==> src/rtl/alu_sequencer.sv <==
// alu_sequencer: runs one request through an external ALU and returns result and NZCV flags.
// Macro DECIMAL_MODE_EN enables decimal ADC/SBC, which take an extra ADJUST cycle.
module alu_sequencer (
  input  logic       clk,
  input  logic       rst,
  input  logic       req_valid,
  output logic       req_ready,
  input  logic [2:0] req_op,
  input  logic [7:0] req_a,
  input  logic [7:0] req_b,
  input  logic       req_c,
  input  logic       req_v,
  input  logic       req_d,
  output logic [7:0] alu_a,
  output logic [7:0] alu_b,
  output logic [4:0] alu_ctrl,
  output logic       alu_addc,
  output logic       alu_daa,
  output logic       alu_dsa,
  input  logic [7:0] alu_sb,
  input  logic       alu_acr,
  input  logic       alu_avr,
  output logic       res_valid,
  input  logic       res_ready,
  output logic [7:0] res_data,
  output logic       res_n,
  output logic       res_z,
  output logic       res_c,
  output logic       res_v
);
  typedef enum logic [1:0] {IDLE, EXEC, ADJUST, DONE} state_t;
  localparam logic [2:0] OP_ADC = 3'd0, OP_SBC = 3'd1, OP_AND = 3'd2, OP_ORA = 3'd3;
  localparam logic [2:0] OP_EOR = 3'd4, OP_ROR = 3'd6, OP_CMP = 3'd7;
  state_t state, state_nxt;
  logic [2:0] op;
  logic [7:0] a, b;
  logic c, v, dec, busy, accept, is_sum, use_acr, use_avr;
`ifdef DECIMAL_MODE_EN
  logic d;
  always_ff @(posedge clk) d <= rst ? 1'b0 : accept ? req_d : d;
  assign dec = d && (op == OP_ADC || op == OP_SBC);
`else
  logic unused_d;
  assign unused_d = req_d;
  assign dec = 1'b0;
`endif
  assign req_ready = state == IDLE;
  assign res_valid = state == DONE;
  assign accept = req_ready && req_valid;
  assign busy = state == EXEC || state == ADJUST;
  assign is_sum = op == OP_ADC || op == OP_SBC || op == OP_CMP;
  assign use_acr = !(op == OP_AND || op == OP_ORA || op == OP_EOR);
  assign use_avr = op == OP_ADC || op == OP_SBC;
  always_comb begin
    state_nxt = state == IDLE ? (req_valid ? EXEC : IDLE) :
                state == EXEC ? (dec ? ADJUST : DONE) :
                state == ADJUST ? DONE : (res_ready ? IDLE : DONE);
    alu_a = busy ? a : 8'h00;
    alu_b = !busy ? 8'h00 : (op == OP_SBC || op == OP_CMP) ? ~b : b;
    alu_ctrl = !busy ? 5'b00000 : is_sum ? 5'b00001 : op == OP_AND ? 5'b00010 :
               op == OP_ORA ? 5'b00100 : op == OP_EOR ? 5'b01000 : 5'b10000;
    alu_addc = busy && (op == OP_CMP || ((op == OP_ADC || op == OP_SBC || op == OP_ROR) && c));
    alu_daa = busy && dec && op == OP_ADC;
    alu_dsa = busy && dec && op == OP_SBC;
  end
  always_ff @(posedge clk) begin
    if (rst) begin
      state <= IDLE;
      op <= 3'd0;
      a <= 8'h00;
      b <= 8'h00;
      c <= 1'b0;
      v <= 1'b0;
      res_data <= 8'h00;
      res_n <= 1'b0;
      res_z <= 1'b0;
      res_c <= 1'b0;
      res_v <= 1'b0;
    end else begin
      state <= state_nxt;
      if (accept) begin
        op <= req_op;
        a <= req_a;
        b <= req_b;
        c <= req_c;
        v <= req_v;
      end
      // CMP reports the operand but takes N/Z from the ALU difference; V is only taken from EXEC
      if (busy) begin
        res_data <= op == OP_CMP ? a : alu_sb;
        res_n <= alu_sb[7];
        res_z <= alu_sb == 8'h00;
        res_c <= use_acr ? alu_acr : c;
        if (state == EXEC) res_v <= use_avr ? alu_avr : v;
      end
    end
  end
endmodule

==> config.mk <==
export PLATFORM = sky130hd
export DESIGN_NAME = alu_sequencer
export DESIGN_NICKNAME = d
export VERILOG_FILES = /design/src/rtl/alu_sequencer.sv
export SDC_FILE = /design/constraint.sdc
export NUM_CORES = 1
export LEC_CHECK = 0
export ABC_CLOCK_PERIOD_IN_PS = 2100
export CORE_MARGIN = 2
export CORE_UTILIZATION = 42
export CTS_BUF_LIST = sky130_fd_sc_hd__clkbuf_16
export DETAILED_ROUTE_END_ITERATION = 12
export GPL_ROUTABILITY_DRIVEN = 1
export HOLD_SLACK_MARGIN = 0.05
export PLACE_DENSITY = 0.91
export SLEW_MARGIN = 20
export SYNTH_ARGS = -nofsm -noshare
export SYNTH_HDL_FRONTEND = slang
export SYNTH_SLANG_ARGS = --single-unit
==> constraint.sdc <==
create_clock -name clk -period 2.1 [get_ports clk]
set_clock_uncertainty 0.15 [all_clocks]
set_input_delay 0.315 -clock clk [delete_from_list [all_inputs] [get_ports clk]]
set_output_delay 0.315 -clock clk [all_outputs]
set_load 0.01 [all_outputs]
==> results of run 1 <==
critical path, delay by kind of cell, from the launching register on:
kind                   cells  cell delay, ns
AOI/OAI and AO/OA          1            0.17
buffers and inverters      3            0.44
DFF                        1            0.34
and+or+nand+nor            1            0.34
state kept, by name, indices dropped and copies added (netlist names), 2 cells and up:
| signal | count |
|---|---|
| op | 3 |
| res_data | 8 |
| state | 2 |
| b | 8 |
| a | 8 |
cells in the mapped netlist, drive strengths merged:
library cell / instances / area share (%)
nor2: 16 / 3.5
a21oi: 31 / 9.1
dfxtp: 35 / 41
o31a: 1 / 0.51
and2: 9 / 3.3
o211ai: 1 / 0.44
nor2b: 1 / 0.37
xnor2: 1 / 0.51
nor3: 1 / 0.29
o21bai: 1 / 0.44
ha: 4 / 2.9
inv: 5 / 1.1
clkbuf: 13 / 2.9
buf: 7 / 3.5
or3: 8 / 2.9
and3: 3 / 1.1
nor4: 2 / 0.73
a211oi: 2 / 0.88
conb: 1 / 0.22
mux2i: 1 / 0.59
nor3b: 1 / 0.44
nand2: 63 / 14
xor2: 1 / 0.96
nand3: 2 / 0.59
o21ai: 10 / 2.9
a311oi: 9 / 4.6
layer usage:
layer	up-vias	track usage, %	routed length, um
li1	912	-	-
met1	823	24.51	2065
met2	66	37.38	2320
met3	11	8.167	419
met4	0	13.27	124
met5	-	0	0
kinds of logic (layout without fill, tap and decap cells):
kind of cell,after synthesis,after routing,share of synthesized area (%)
AND/OR/NAND/NOR,106,106,27.19
adder cells (fa/ha/maj),4,4,2.939
AO/OA/AOI/OAI,55,55,18.96
other,1,2,0.2202
multiplexers,1,1,0.5878
buffers and inverters,25,99,7.495
XOR/XNOR,2,2,1.470
flip-flops,35,35,41.15
metrics by stage:
stage / total power [W] / worst slack, ns
after floorplan: 0.001203 / 0.2724
after global placement: 0.001520 / 0.02973
after detailed placement: 0.001540 / 0.004897
after CTS: 0.002402 / 0.002855
after global routing: 0.002529 / 0.01625
final: 0.002406 / 0.05765
worst paths after layout:
check | to | slack, ns | cells past startpoint
worst min-delay path | b[4] | 0.31 | 2
worst max-delay path | alu_b[4] | 0.06 | 5
worst max register to register | res_data[7] | 0.44 | 6
worst min register to register | b[4] | 0.31 | 2
cell type report:
cell class | count | area [um^2] | share of cell area, %
clock buffers | 5 | 125.1 | 4.771
clock inverters | 3 | 38.79 | 1.479
inverters | 5 | 26.28 | 1.002
multi-input cells | 170 | 904.6 | 34.49
flip-flops and latches | 35 | 704.4 | 26.86
well taps | 50 | 62.56 | 2.385
repair buffers | 86 | 760.7 | 29.01
power by group:
part | total (W) | leakage, nW | switching, W | internal (W)
registers | 0.000820 | 0.289 | 0.0000596 | 0.000761
clock network | 0.000825 | 0.0812 | 0.000272 | 0.000553
logic | 0.000761 | 0.709 | 0.000385 | 0.000376
what timing repair did:
item / 4_1_cts / 5_1_grt
cloned: 0 / 0
setup buffers: 3 / 2
setup endpoints to repair: 22 / 12
pin swaps: 0 / 0
resized for setup: 32 / 24
hold buffers: 0 / 0
==> reports/qor.yml, run 1 <==
synth:
  synth_cell_types: 27
  synthCells: 229
  syn_area_per_cell_um2: 7.436
  yosys_warnings: 0
  seq_area_frac_synth_pct: 41.15
  ys_seq_elements: 35
  synth_area_um2: 1703
clocking:
  cts_max_level: 2
  cts_buffer_depth: 2
  clkSinkCount: 35
  numCtsBuffers: 5
  cts_tree: "built"
  path_clk_slew_ns: 0.05
  insertion_delay_ns: 0.28
  root_buffer: "clkbuf_16"
layout:
  final_common_cell: "nand2_1"
  fillCellCount: 333
  nets: 343
  fin_cells: 354
  diodes: 0
  fin_util_pct: 66.52
  design_area_um2: 2623
  drive_gt1_share_pct: 13.82
  area_growth_pct: 54.00
  layout_common_cells: "nand2_1, clkdlybuf4s50_1, dfxtp_1"
die:
  chipWidth_um: 67.68
  row_count: 23
  fp.coreArea_um2: 3943
  dieHeight_um: 67.68
  initial_utilization_pct: 43.19
  io_pins: 74
  die-area_um2: 4580
routing:
  vias: 1812
  firstDrtPassIters: 4
  avgViaCountPerCell: 5.119
  drc: 0
  detail_route.wl_per_cell_um: 13.93
  wl_um: 4930
  drtIter0Drc: 48
  drtAntennaViolNets: 0
power_and_ir_drop:
  power.density_nw_per_um2: 917.4
  ir_drop_uv: 789.3
  p_leak_nw: 1.079
hold_path:
  min-delay-start: "b[4]"
  hp-class: "reg -> reg"
placement:
  place_congestion: 0.7356
  place_inst: 341
  dpl-instance-area_um2: 2444
  hpwl_um: 3154
  io_buffers: 70
global_routing:
  grt_overflow: 0
  grt_pass1_wl_um: 7583
  grt_pass1_vias: 1731
  grt_max_degree: 35
  antenna_found_initial: 0
  grt_util_all_layers_pct: 22.53
setup_path:
  crit_arrival_ns: 1.58
  start_kind: "flop"
  max_stage_delay_ns: 0.34
  startpoint: "op[0]"
  cp_max_fo: 9
  crit_chain: "clkinvlp_4 > buf_4 > or3_1 > a21oi_1 > clkbuf_2"
  crit_path_top_delay_cell: "dfxtp_2"
  endpoint_kind: "output port"
  critical_path_class: "reg -> out"
  r2r-start: "state[1]"
  critical_path_required_ns: 1.63
sta:
  slew_viol_final: 0
  rsz0062_at_grt: "no"
  hold_slack_ns: 0.3108
  fin_crit_sh_pct: 97.25
  period_needed_ns: 2.042
  hold_violations: 0
  final.setup.tns_ns: 0
  setup_viol: 0
  max_freq_mhz: 489.6
status:
  outcome: "finished, final reports clean"
job:
  maxCapViolations: 0
Note: power is estimated with default switching activity, not from simulation.
==> run 2, diff against run 1 <==
--- a/config.mk
+++ b/config.mk
@@ -6,13 +6,15 @@
 export NUM_CORES = 1
 export LEC_CHECK = 0
 export ABC_CLOCK_PERIOD_IN_PS = 2100
+export CELL_PAD_IN_SITES_DETAIL_PLACEMENT = 0
+export CELL_PAD_IN_SITES_GLOBAL_PLACEMENT = 2
 export CORE_MARGIN = 2
-export CORE_UTILIZATION = 42
+export CORE_UTILIZATION = 22
 export CTS_BUF_LIST = sky130_fd_sc_hd__clkbuf_16
 export DETAILED_ROUTE_END_ITERATION = 12
 export GPL_ROUTABILITY_DRIVEN = 1
 export HOLD_SLACK_MARGIN = 0.05
-export PLACE_DENSITY = 0.91
+export PLACE_DENSITY = 0.9
 export SLEW_MARGIN = 20
 export SYNTH_ARGS = -nofsm -noshare
 export SYNTH_HDL_FRONTEND = slang
==> run 2 against run 1 <==
  * First-iteration DRC count increased by 35%
  * Total power barely moved
  * Die area rose by 85%
  * Largest power group unchanged
  * Core utilization fell by 31 points
  * Clock-buffer cell count stayed put
  * Critical path depth did not move
  * Highest routed layer unchanged
  * Setup slack better by 0.034 ns
  * Global-route usage is 10 points lower
  * Critical path type unchanged
  * Register-to-register slack improved by 0.07 ns
==> reports/qor.yml, run 2 (same netlist as run 1, synthesis figures left out) <==
routing:
  avgViaCountPerCell: 4.235
  vias: 1711
  drtAntennaViolNets: 0
  wl_um: 5222
  drtIter0Drc: 65
  detail_route.wl_per_cell_um: 12.93
  firstDrtPassIters: 4
  drc: 0
layout:
  diodes: 0
  fin_util_pct: 35.12
  fillCellCount: 811
  largestRegisters: "a: 8 flops, b: 8 flops, res_data: 8 flops"
  register_area_um2: 700.7
  drive_gt1_share_pct: 12.91
  area_growth_pct: 56.87
  multi_input_area_um2: 913.4
  nets: 341
  layout_common_cells: "nand2_1, clkdlybuf4s50_1, dfxtp_1"
  final_common_cell: "nand2_1"
setup_path:
  endpoint_kind: "output port"
  crit_arrival_ns: 1.54
  start_kind: "flop"
  cp_max_fo: 20
  critical_path_required_ns: 1.63
  critical_path_class: "reg -> out"
  rr_worst_depth: 6
die:
  die-area_um2: 8460
  chipWidth_um: 91.98
  dieHeight_um: 91.98
  fp.coreArea_um2: 7607
  initial_utilization_pct: 22.38
  io_pins: 74
  row_count: 32
sta:
  fin_crit_sh_pct: 95.64
  period_needed_ns: 2.009
  setup_viol: 0
  rsz0062_at_grt: "no"
  hold_slack_ns: 0.3096
  hold_violations: 0
  max_freq_mhz: 497.9
  slew_viol_final: 0
clocking:
  root_buffer: "clkbuf_16"
  path_clk_slew_ns: 0.06
  clkSinkCount: 35
  insertion_delay_ns: 0.27
  hold_buffers: 0
  cts_buffer_depth: 2
  cts_max_level: 2
  cts_tree: "built"
  numCtsBuffers: 5
power_and_ir_drop:
  p_leak_nw: 1.069
  power.density_nw_per_um2: 900.1
  ir_drop_uv: 353.7
placement:
  place_congestion: 0.7283
  io_buffers: 70
  hpwl_um: 3555
hold_path:
  hp-class: "reg -> reg"
  whs_path_depth: 2
global_routing:
  grt_pass1_vias: 1639
  grt_pass1_wl_um: 8280
  grt_overflow: 0
  grt_max_degree: 35
  grt_util_all_layers_pct: 12.47
  antenna_found_initial: 0
status:
  outcome: "finished, final reports clean"
job:
  maxCapViolations: 0
[run 2: cell types whose count changed in the layout (fill, tap and decap cells not counted), moves of 2 or more]
| cell | previous run | this run |
|---|---|---|
| dfxtp_1 | 32 | 35 |
| dfxtp_2 | 3 | 0 |
| buf_4 | 14 | 12 |
| clkbuf_2 | 8 | 10 |
| dlygate4sd2_1 | 12 | 10 |
| inv_1 | 2 | 4 |
[run 2: area by class of cell]
| type | instances | share of cell area (%) |
|---|---|---|
| clock buffers | 5 | 4.684 |
| clock inverters | 3 | 1.452 |
| inverters | 5 | 0.8431 |
| multi-input cells | 170 | 34.19 |
| flip-flops and latches | 35 | 26.23 |
| well taps | 102 | 4.778 |
| repair buffers | 84 | 27.82 |
[run 2: routing by layer]
layer	share of wire [%]	global-route usage, %
met4	0.44	3.109
met3	6.4	3.944
met5	0	0
met1	49	16.46
met2	44	19.79
[run 2: path summary, 6_finish.rpt]
check | start | to | slack (ns)
setup / recovery | state[0] | alu_a[1] | 0.09
hold / removal | v | v | 0.31
setup reg to reg | state[0] | res_data[4] | 0.51
hold reg to reg | v | v | 0.31
[run 2: what timing repair did]
item	in CTS	in global routing
gates resized for setup	36	20
setup buffers	3	0
setup endpoints to repair	22	13
[run 2: critical path: stages (launching register included)]
cell,delay [ns]
dfxtp_1,0.33
inv_1,0.08
ha_4,0.31
buf_12,0.15
and2_1,0.13
dlygate4sd2_1,0.26
[run 2: power by group]
group	leakage (nW)	switching, W	total (W)	internal [W]
Sequential	0.288	0.0000565	0.000815	0.000759
Clock	0.0812	0.000273	0.000826	0.000553
Combinational	0.700	0.000385	0.000763	0.000378
[run 2: stage by stage]
step / power [W] / setup slack [ns] / area (um^2) / TNS (ns) / cells
after floorplan: 0.001203 / 0.2724 / 1707 / 0 / 230
after global placement: 0.001566 / -0.07095 / 2521 / -0.3583 / 393
after detailed placement: 0.001576 / -0.1009 / 2521 / -0.6277 / 393
after CTS: 0.002444 / 0.002267 / 2718 / 0 / 404
after global routing: 0.002547 / 0.006913 / 2671 / 0 / 404
final: 0.002404 / 0.09149 / 2671 / 0 / 404
